### config.mk
export PLATFORM = sky130hd
export DESIGN_NAME = alu_mc
export DESIGN_NICKNAME = d
export VERILOG_FILES = /design/src/rtl/alu_pkg.sv /design/src/rtl/alu_mc_mul.sv /design/src/rtl/alu_mc.sv
export SDC_FILE = /design/constraint.sdc
export NUM_CORES = 1
export LEC_CHECK = 0
export CELL_PAD_IN_SITES_DETAIL_PLACEMENT = 1
export CELL_PAD_IN_SITES_GLOBAL_PLACEMENT = 2
export CORE_MARGIN = 3
export CORE_UTILIZATION = 35
export CTS_CLUSTER_SIZE = 14
export DETAILED_ROUTE_END_ITERATION = 16
export PLACE_DENSITY = 0.95
export SLEW_MARGIN = 20
export SYNTH_ARGS = -nofsm -noshare
export SYNTH_HDL_FRONTEND = slang
export SYNTH_SLANG_ARGS = --single-unit
### constraint.sdc
create_clock -name clk -period 15.4 [get_ports clk]
set_input_delay 4.62 -clock clk [delete_from_list [all_inputs] [get_ports clk]]
set_output_delay 4.62 -clock clk [all_outputs]
set_load 0.05 [all_outputs]
### src/rtl/alu_pkg.sv
`default_nettype none
// ============================================================================
//  Module      : alu_pkg
//  Description : Shared opcodes, FSM states and NZCV bit positions for alu_mc.
//  Revision    : 1.0  initial release
// ============================================================================
package alu_pkg;

    localparam logic [3:0] OP_AND = 4'h0;
    localparam logic [3:0] OP_EOR = 4'h1;
    localparam logic [3:0] OP_SUB = 4'h2;
    localparam logic [3:0] OP_RSB = 4'h3;
    localparam logic [3:0] OP_ADD = 4'h4;
    localparam logic [3:0] OP_ADC = 4'h5;
    localparam logic [3:0] OP_SBC = 4'h6;
    localparam logic [3:0] OP_RSC = 4'h7;
    localparam logic [3:0] OP_TST = 4'h8;
    localparam logic [3:0] OP_TEQ = 4'h9;
    localparam logic [3:0] OP_CMP = 4'hA;
    localparam logic [3:0] OP_CMN = 4'hB;
    localparam logic [3:0] OP_ORR = 4'hC;
    localparam logic [3:0] OP_MOV = 4'hD;
    localparam logic [3:0] OP_BIC = 4'hE;
    localparam logic [3:0] OP_MVN = 4'hF;

    typedef enum logic [1:0] {
        IDLE = 2'd0,
        MUL  = 2'd1,
        DONE = 2'd2
    } state_e;

    localparam int FLAG_N = 3;
    localparam int FLAG_Z = 2;
    localparam int FLAG_C = 1;
    localparam int FLAG_V = 0;

endpackage
`default_nettype wire

### src/rtl/alu_mc_mul.sv
`default_nettype none
// ============================================================================
//  Module      : mul_iter
//  Description : Iterative shift-add multiplier, one multiplier bit per cycle.
//  Revision    : 1.0  initial release
// ============================================================================
module mul_iter #(
    parameter int DATA_W = 32
) (
    input  logic              clk,
    input  logic              rst,
    input  logic              start_i,
    input  logic              mla_i,
    input  logic [DATA_W-1:0] a_i,
    input  logic [DATA_W-1:0] b_i,
    input  logic [DATA_W-1:0] acc_i,
    output logic              done_o,
    output logic [DATA_W-1:0] prod_o
);

    localparam int                CNT_W  = $clog2(DATA_W);
    localparam logic [CNT_W-1:0]  C_LAST = CNT_W'(DATA_W - 1);

    logic [DATA_W-1:0] mcand_q;
    logic [DATA_W-1:0] mplier_q;
    logic [DATA_W-1:0] sum_q;
    logic [CNT_W-1:0]  cnt_q;
    logic              active_q;
    logic [DATA_W-1:0] w_sum_next;

    assign w_sum_next = sum_q + (mplier_q[0] ? mcand_q : '0);

    always_ff @(posedge clk) begin
        if (rst) begin
            mcand_q  <= '0;
            mplier_q <= '0;
            sum_q    <= '0;
            cnt_q    <= '0;
            active_q <= 1'b0;
        end else if (start_i) begin
            mcand_q  <= a_i;
            mplier_q <= b_i;
            sum_q    <= mla_i ? acc_i : '0;
            cnt_q    <= '0;
            active_q <= 1'b1;
        end else if (active_q) begin
            sum_q    <= w_sum_next;
            mcand_q  <= mcand_q << 1;
            mplier_q <= mplier_q >> 1;
            cnt_q    <= cnt_q + CNT_W'(1);
            if (cnt_q == C_LAST) begin
                active_q <= 1'b0;
            end
        end
    end

    // The final partial product is forwarded so the caller can latch it on the last step.
    assign done_o = active_q && (cnt_q == C_LAST);
    assign prod_o = w_sum_next;

endmodule
`default_nettype wire

### src/rtl/alu_mc.sv
`default_nettype none
// ============================================================================
//  Module      : alu_mc
//  Description : Registered ARM data-processing ALU with iterative MUL/MLA,
//                internal NZCV register and valid/ready handshakes.
//  Revision    : 1.0  initial release
// ============================================================================
module alu_mc
    import alu_pkg::*;
#(
    parameter int DATA_W = 32,
    parameter int MUL_EN = 1
) (
    input  logic              clk,
    input  logic              rst,
    input  logic              in_valid,
    output logic              in_ready,
    input  logic              is_mul,
    input  logic              mla,
    input  logic [3:0]        opcode,
    input  logic              set_flags,
    input  logic [DATA_W-1:0] a,
    input  logic [DATA_W-1:0] b,
    input  logic [DATA_W-1:0] acc,
    input  logic              shifter_carry,
    input  logic              flag_load,
    input  logic [3:0]        flag_in,
    output logic              out_valid,
    input  logic              out_ready,
    output logic [DATA_W-1:0] res,
    output logic              res_we,
    output logic [3:0]        nzcv,
    output logic              busy
);

    state_e            state_q, state_d;
    logic [DATA_W-1:0] res_q, res_d;
    logic              res_we_q, res_we_d;
    logic              out_valid_q, out_valid_d;
    logic [3:0]        nzcv_q, nzcv_d;
    logic              mul_sf_q;

    logic              w_accept;
    logic              w_mul_op;
    logic              w_mul_done;
    logic [DATA_W-1:0] w_mul_prod;

    logic [DATA_W-1:0] w_op1, w_op2, w_logic, w_val;
    logic              w_cin, w_arith, w_cmp;
    logic [DATA_W:0]   w_sum;
    logic [DATA_W-1:0] w_dp_res;
    logic              w_dp_we, w_dp_flag_upd;
    logic [3:0]        w_dp_nzcv;

    assign in_ready = ((state_q == IDLE) && (!out_valid_q || out_ready)) ||
                      ((state_q == DONE) && out_ready);
    assign w_accept = in_valid && in_ready;
    assign w_mul_op = is_mul && (MUL_EN != 0);

    generate
        if (MUL_EN != 0) begin : g_mul
            mul_iter #(.DATA_W(DATA_W)) u_mul (
                .clk     (clk),
                .rst     (rst),
                .start_i (w_accept && w_mul_op),
                .mla_i   (mla),
                .a_i     (a),
                .b_i     (b),
                .acc_i   (acc),
                .done_o  (w_mul_done),
                .prod_o  (w_mul_prod)
            );
        end else begin : g_no_mul
            assign w_mul_done = 1'b0;
            assign w_mul_prod = '0;
        end
    endgenerate

    // Reverse/inverted operand forms are folded into one (DATA_W+1)-bit adder.
    always_comb begin
        w_op1   = a;
        w_op2   = b;
        w_cin   = 1'b0;
        w_arith = 1'b1;
        w_logic = '0;
        case (opcode)
            OP_SUB, OP_CMP: begin w_op2 = ~b; w_cin = 1'b1; end
            OP_RSB:         begin w_op1 = b; w_op2 = ~a; w_cin = 1'b1; end
            OP_ADC:         w_cin = nzcv_q[FLAG_C];
            OP_SBC:         begin w_op2 = ~b; w_cin = nzcv_q[FLAG_C]; end
            OP_RSC:         begin w_op1 = b; w_op2 = ~a; w_cin = nzcv_q[FLAG_C]; end
            OP_AND, OP_TST: begin w_arith = 1'b0; w_logic = a & b; end
            OP_EOR, OP_TEQ: begin w_arith = 1'b0; w_logic = a ^ b; end
            OP_ORR:         begin w_arith = 1'b0; w_logic = a | b; end
            OP_MOV:         begin w_arith = 1'b0; w_logic = b; end
            OP_BIC:         begin w_arith = 1'b0; w_logic = a & ~b; end
            OP_MVN:         begin w_arith = 1'b0; w_logic = ~b; end
            default:        w_cin = 1'b0;
        endcase

        w_sum = {1'b0, w_op1} + {1'b0, w_op2} + {{DATA_W{1'b0}}, w_cin};
        w_val = w_arith ? w_sum[DATA_W-1:0] : w_logic;
        w_cmp = (opcode[3:2] == 2'b10);

        w_dp_nzcv[FLAG_N] = w_val[DATA_W-1];
        w_dp_nzcv[FLAG_Z] = (w_val == '0);
        w_dp_nzcv[FLAG_C] = w_arith ? w_sum[DATA_W] : shifter_carry;
        w_dp_nzcv[FLAG_V] = w_arith ? ((w_op1[DATA_W-1] == w_op2[DATA_W-1]) &&
                                       (w_sum[DATA_W-1] != w_op1[DATA_W-1]))
                                    : nzcv_q[FLAG_V];

        w_dp_res      = w_cmp ? '0 : w_val;
        w_dp_we       = !w_cmp;
        w_dp_flag_upd = set_flags || w_cmp;
        // Multiply request without a multiplier degrades to a flagless MOV of b.
        if (is_mul) begin
            w_dp_res      = b;
            w_dp_we       = 1'b1;
            w_dp_flag_upd = 1'b0;
        end
    end

    always_comb begin
        state_d     = state_q;
        res_d       = res_q;
        res_we_d    = res_we_q;
        out_valid_d = out_valid_q;
        nzcv_d      = nzcv_q;

        if (out_valid_q && out_ready) begin
            out_valid_d = 1'b0;
        end

        case (state_q)
            IDLE: begin
                if (w_accept && w_mul_op) state_d = MUL;
            end
            MUL: begin
                if (w_mul_done) begin
                    state_d     = DONE;
                    res_d       = w_mul_prod;
                    res_we_d    = 1'b1;
                    out_valid_d = 1'b1;
                    if (mul_sf_q) begin
                        nzcv_d[FLAG_N] = w_mul_prod[DATA_W-1];
                        nzcv_d[FLAG_Z] = (w_mul_prod == '0);
                    end
                end
            end
            DONE: begin
                if (w_accept && w_mul_op) state_d = MUL;
                else if (out_ready)       state_d = IDLE;
            end
            default: state_d = IDLE;
        endcase

        if (w_accept && !w_mul_op) begin
            res_d       = w_dp_res;
            res_we_d    = w_dp_we;
            out_valid_d = 1'b1;
            if (w_dp_flag_upd) nzcv_d = w_dp_nzcv;
        end

        if (flag_load && (state_q != MUL) &&
            !(w_accept && !w_mul_op && w_dp_flag_upd)) begin
            nzcv_d = flag_in;
        end
    end

    always_ff @(posedge clk) begin
        if (rst) begin
            state_q     <= IDLE;
            res_q       <= '0;
            res_we_q    <= 1'b0;
            out_valid_q <= 1'b0;
            nzcv_q      <= 4'b0000;
            mul_sf_q    <= 1'b0;
        end else begin
            state_q     <= state_d;
            res_q       <= res_d;
            res_we_q    <= res_we_d;
            out_valid_q <= out_valid_d;
            nzcv_q      <= nzcv_d;
            if (w_accept && w_mul_op) mul_sf_q <= set_flags;
        end
    end

    assign out_valid = out_valid_q;
    assign res       = res_q;
    assign res_we    = res_we_q;
    assign nzcv      = nzcv_q;
    assign busy      = (state_q == MUL);

endmodule
`default_nettype wire

==> flow_summary.yaml <==
grt:
  grt_max_degree: 98
  grt_overflow: 0
  grt_pass1_wl_um: 85000
  antenna_found_initial: 0
  grt_pass1_vias: 14400
  grt.total_usage_pct: 27.8
cts:
  cts-root-buf: "clkbuf_16"
  hold_buffers: 0
  cts_tree: "built"
  post-cts-setup-buffer-count: 0
  post_cts_resized: 0
  h-tree-depth: 4
  clk_latency_ps: 460
  numCtsBuffers: 17
  clk_pin_slew_ps: 60
  cts.sinks: 143
  clk_path_buf_depth: 2
power:
  power.density_nw_per_um2: 89.0
  combPwrFrac_pct: 36.2
  p_int_uw: 856
  ir_drop_v: 0.0000863
  pwr-share-seq_pct: 30.9
  p_leak_uw: 0.00612
  p_sw_share_pct: 37.9
  p_switching_uw: 522
  pwr-share-clk_pct: 32.9
synthesis:
  yosysSeqAreaShare_pct: 21.8
  synth-xor-area-share_pct: 4.41
  yosys.area_share.simple_pct: 20.9
  avgSynthCellArea_um2: 7.19
  synthMuxAreaShare_pct: 6.81
  synth-seq-cells: 143
  yosys_warnings: 0
  yosys.area_share.adder_pct: 9.62
  synth_compound_area_share_pct: 30.2
  synthDistinctLibCells: 79
  synth_fp_nets: 2035
  synthArstFlopShare_pct: 0
  synth_edf_count: 0
  synth_area_um2: 13100
  ys.flop_type: "dfxtp_1"
  syn_inst: 1823
  synth_top_family_by_area: "compound AO/OA/AOI/OAI gates"
die:
  dieArea_um2: 39800
  die_w_um: 200
  die_height_um: 200
  ios: 153
  core_area_um2: 36800
  start_util_pct: 35.6
  row_count: 70
drt:
  routedWlPerCell_um: 23.9
  avgViaCountPerCell: 6.08
  num_vias: 14400
  drc_errors: 0
  ant_nets: 0
  first_iter_violations: 1102
  drtPass1Iterations: 5
  finalWirelength_um: 56300
sta:
  timing.fmax_ghz: 0.0913
  hold_slack_ps: 484
  max_slew_margin_pct: 25.4
  tightestPinTransition_ps: 1120
  tns_ps: 0
  min_period_over_period_pct: 71.1
  drv_slew: 0
  finalCriticalPeriod_ps: 10950
  clock_skew_ps: 12.6
  hold_violations: 0
  rsz0062_at_grt: "false"
  finalSetupViolations: 0
  setup_slack_ps: 4450
place:
  dp_hpwl_um: 42500
  port_buffers: 152
  placed_cells: 2329
  gp_congestion: 0.969
  dp_slack_ps: 4460
status:
  status: "finished clean"
min_path:
  hp-class: "reg -> reg"
  min_path_cells: 2
critical_path:
  critPathKind: "in -> out"
  crit_path_top_delay_cell: "clkdlybuf4s50_1"
  crit_path_max_incr_delay_ps: 880
  cp_data_required_time_ps: 10780
  ff2ff_path_depth: 14
  crit_buf_inv: 2
  path_depth: 4
  end_kind: "output pin"
  ff2ff_setup_slack_ps: 10540
  crit_path_start_kind: "primary input"
  arrival_ps: 6330
  worstPathCellList: "clkdlybuf4s50_1 > nor2_1 > nor2_1 > clkdlybuf4s50_1"
  path_max_fanout: 4
  cp_top_family: "buffers and inverters"
finish:
  finalNonFillerCells: 2360
  fin_util_pct: 42.1
  syn_to_final_growth_pct: 18.2
  n_antenna_cell: 0
  drive_above_1_share_pct: 4.02
  nFillCells: 4547
  nNetsFinal: 2092
job:
  max-cap-violations: 0
[worst min-delay path, stage by stage, from the launching register on]
cell     delay, ps
dfxtp_1        320
nand2_1         60
a21oi_1         60
[through the flow]
step                      total power (µW)  cell area, µm²
after floorplan                        741           13100
after global placement                 907           14900
after detailed placement               920           14900
after CTS                             1380           15500
after global routing                  1440           15500
final                                 1380           15500
[power groups by stage]
stage	registers, µW	clock network, µW	logic (µW)
detailed placement	433	0	487
finish	426	453	498
global placement	432	0	475
CTS	426	459	491
floorplan	443	0	298
global route	430	474	539
[state kept, by name, summed over array words and instances (netlist names)]
| register | count |
|---|---|
| mul_sf_q | 1 |
| res_we | 1 |
| out_valid | 1 |
| g_mul.u_mul.mplier_q | 32 |
| res | 32 |
| nzcv | 4 |
| g_mul.u_mul.cnt_q | 5 |
| state_q | 2 |
| g_mul.u_mul.active_q | 1 |
| g_mul.u_mul.sum_q | 32 |
| g_mul.u_mul.mcand_q | 32 |
[worst paths after layout]
check | endpoint | start
min | mul_sf_q$_SDFFE_PP0P_ | mul_sf_q$_SDFFE_PP0P_
max | in_ready | out_ready
max reg2reg | nzcv[2]$_SDFF_PP0_ | g_mul.u_mul.mplier_q[0]$_SDFFE_PP0P_
min reg2reg | mul_sf_q$_SDFFE_PP0P_ | mul_sf_q$_SDFFE_PP0P_
[cell usage after synthesis (5+ instances only)]
cell / number / area [µm²]
and2_1: 37 / 231
a22oi_1: 7 / 52.6
o32ai_1: 11 / 96.3
o21ai_0: 151 / 756
a211oi_1: 115 / 863
o21ai_1: 8 / 40.0
a211o_1: 9 / 78.8
nand4b_1: 5 / 43.8
inv_1: 78 / 293
dfxtp_1: 143 / 2860
nor4_1: 9 / 56.3
a2111oi_0: 8 / 70.1
nor2b_1: 9 / 56.3
nand3_1: 34 / 170
xnor2_1: 38 / 333
nand2_1: 171 / 642
o22ai_1: 16 / 100
nor2_1: 186 / 698
nand2b_1: 12 / 75.1
buf_2: 13 / 65.1
buf_1: 9 / 33.8
o211ai_1: 11 / 82.6
nand4_1: 11 / 68.8
and3_1: 12 / 75.1
xor2_1: 28 / 245
clkbuf_1: 112 / 420
o21a_1: 11 / 82.6
o31ai_1: 11 / 82.6
a21oi_1: 171 / 856
a31oi_1: 15 / 93.8
a32oi_1: 5 / 43.8
or3_1: 13 / 81.3
a221oi_1: 7 / 61.3
nor3_1: 55 / 275
ha_1: 96 / 1200
a21o_1: 24 / 180
mux2i_1: 88 / 881
[cell usage in the layout (no fill, tap or decap), types with 37 or more instances in the layout]
cell,instances
a211oi_1,115
nor3_1,54
clkdlybuf4s50_1,149
dfxtp_1,142
ha_1,96
nor2_1,186
o21ai_0,150
mux2i_1,88
and2_1,37
xnor2_1,38
a21oi_1,170
nand2_1,171
inv_1,78
[metal layers]
metal	share of wire (%)	GRT usage [%]	up-vias
met5	0	0	-
met4	4.1	11.4	0
met3	7.2	5.77	88
met2	44	43.2	492
met1	45	37.6	7026
li1	-	-	6746
[logic make-up (layout without fill, tap and decap cells)]
group	count (synthesis)	count (layout)
AOI/OAI and AO/OA	626	626
xor gates and xnor gates	66	66
adders and majority gates	99	99
buffers and inverters	214	283
DFF	143	143
muxes	89	89
and+or+nand+nor	586	586
[layout make-up]
type | count | area [µm²] | share of cell area, %
Inverter | 80 | 300 | 1.94
Clock buffer | 21 | 450 | 2.91
Sequential cell | 143 | 2870 | 18.5
Multi-Input combinational cell | 1466 | 9460 | 61.1
Timing Repair Buffer | 172 | 1660 | 10.7
Tap cell | 468 | 586 | 3.78
Clock inverter | 10 | 163 | 1.05
No activity file was read; power rests on OpenSTA's default activity.
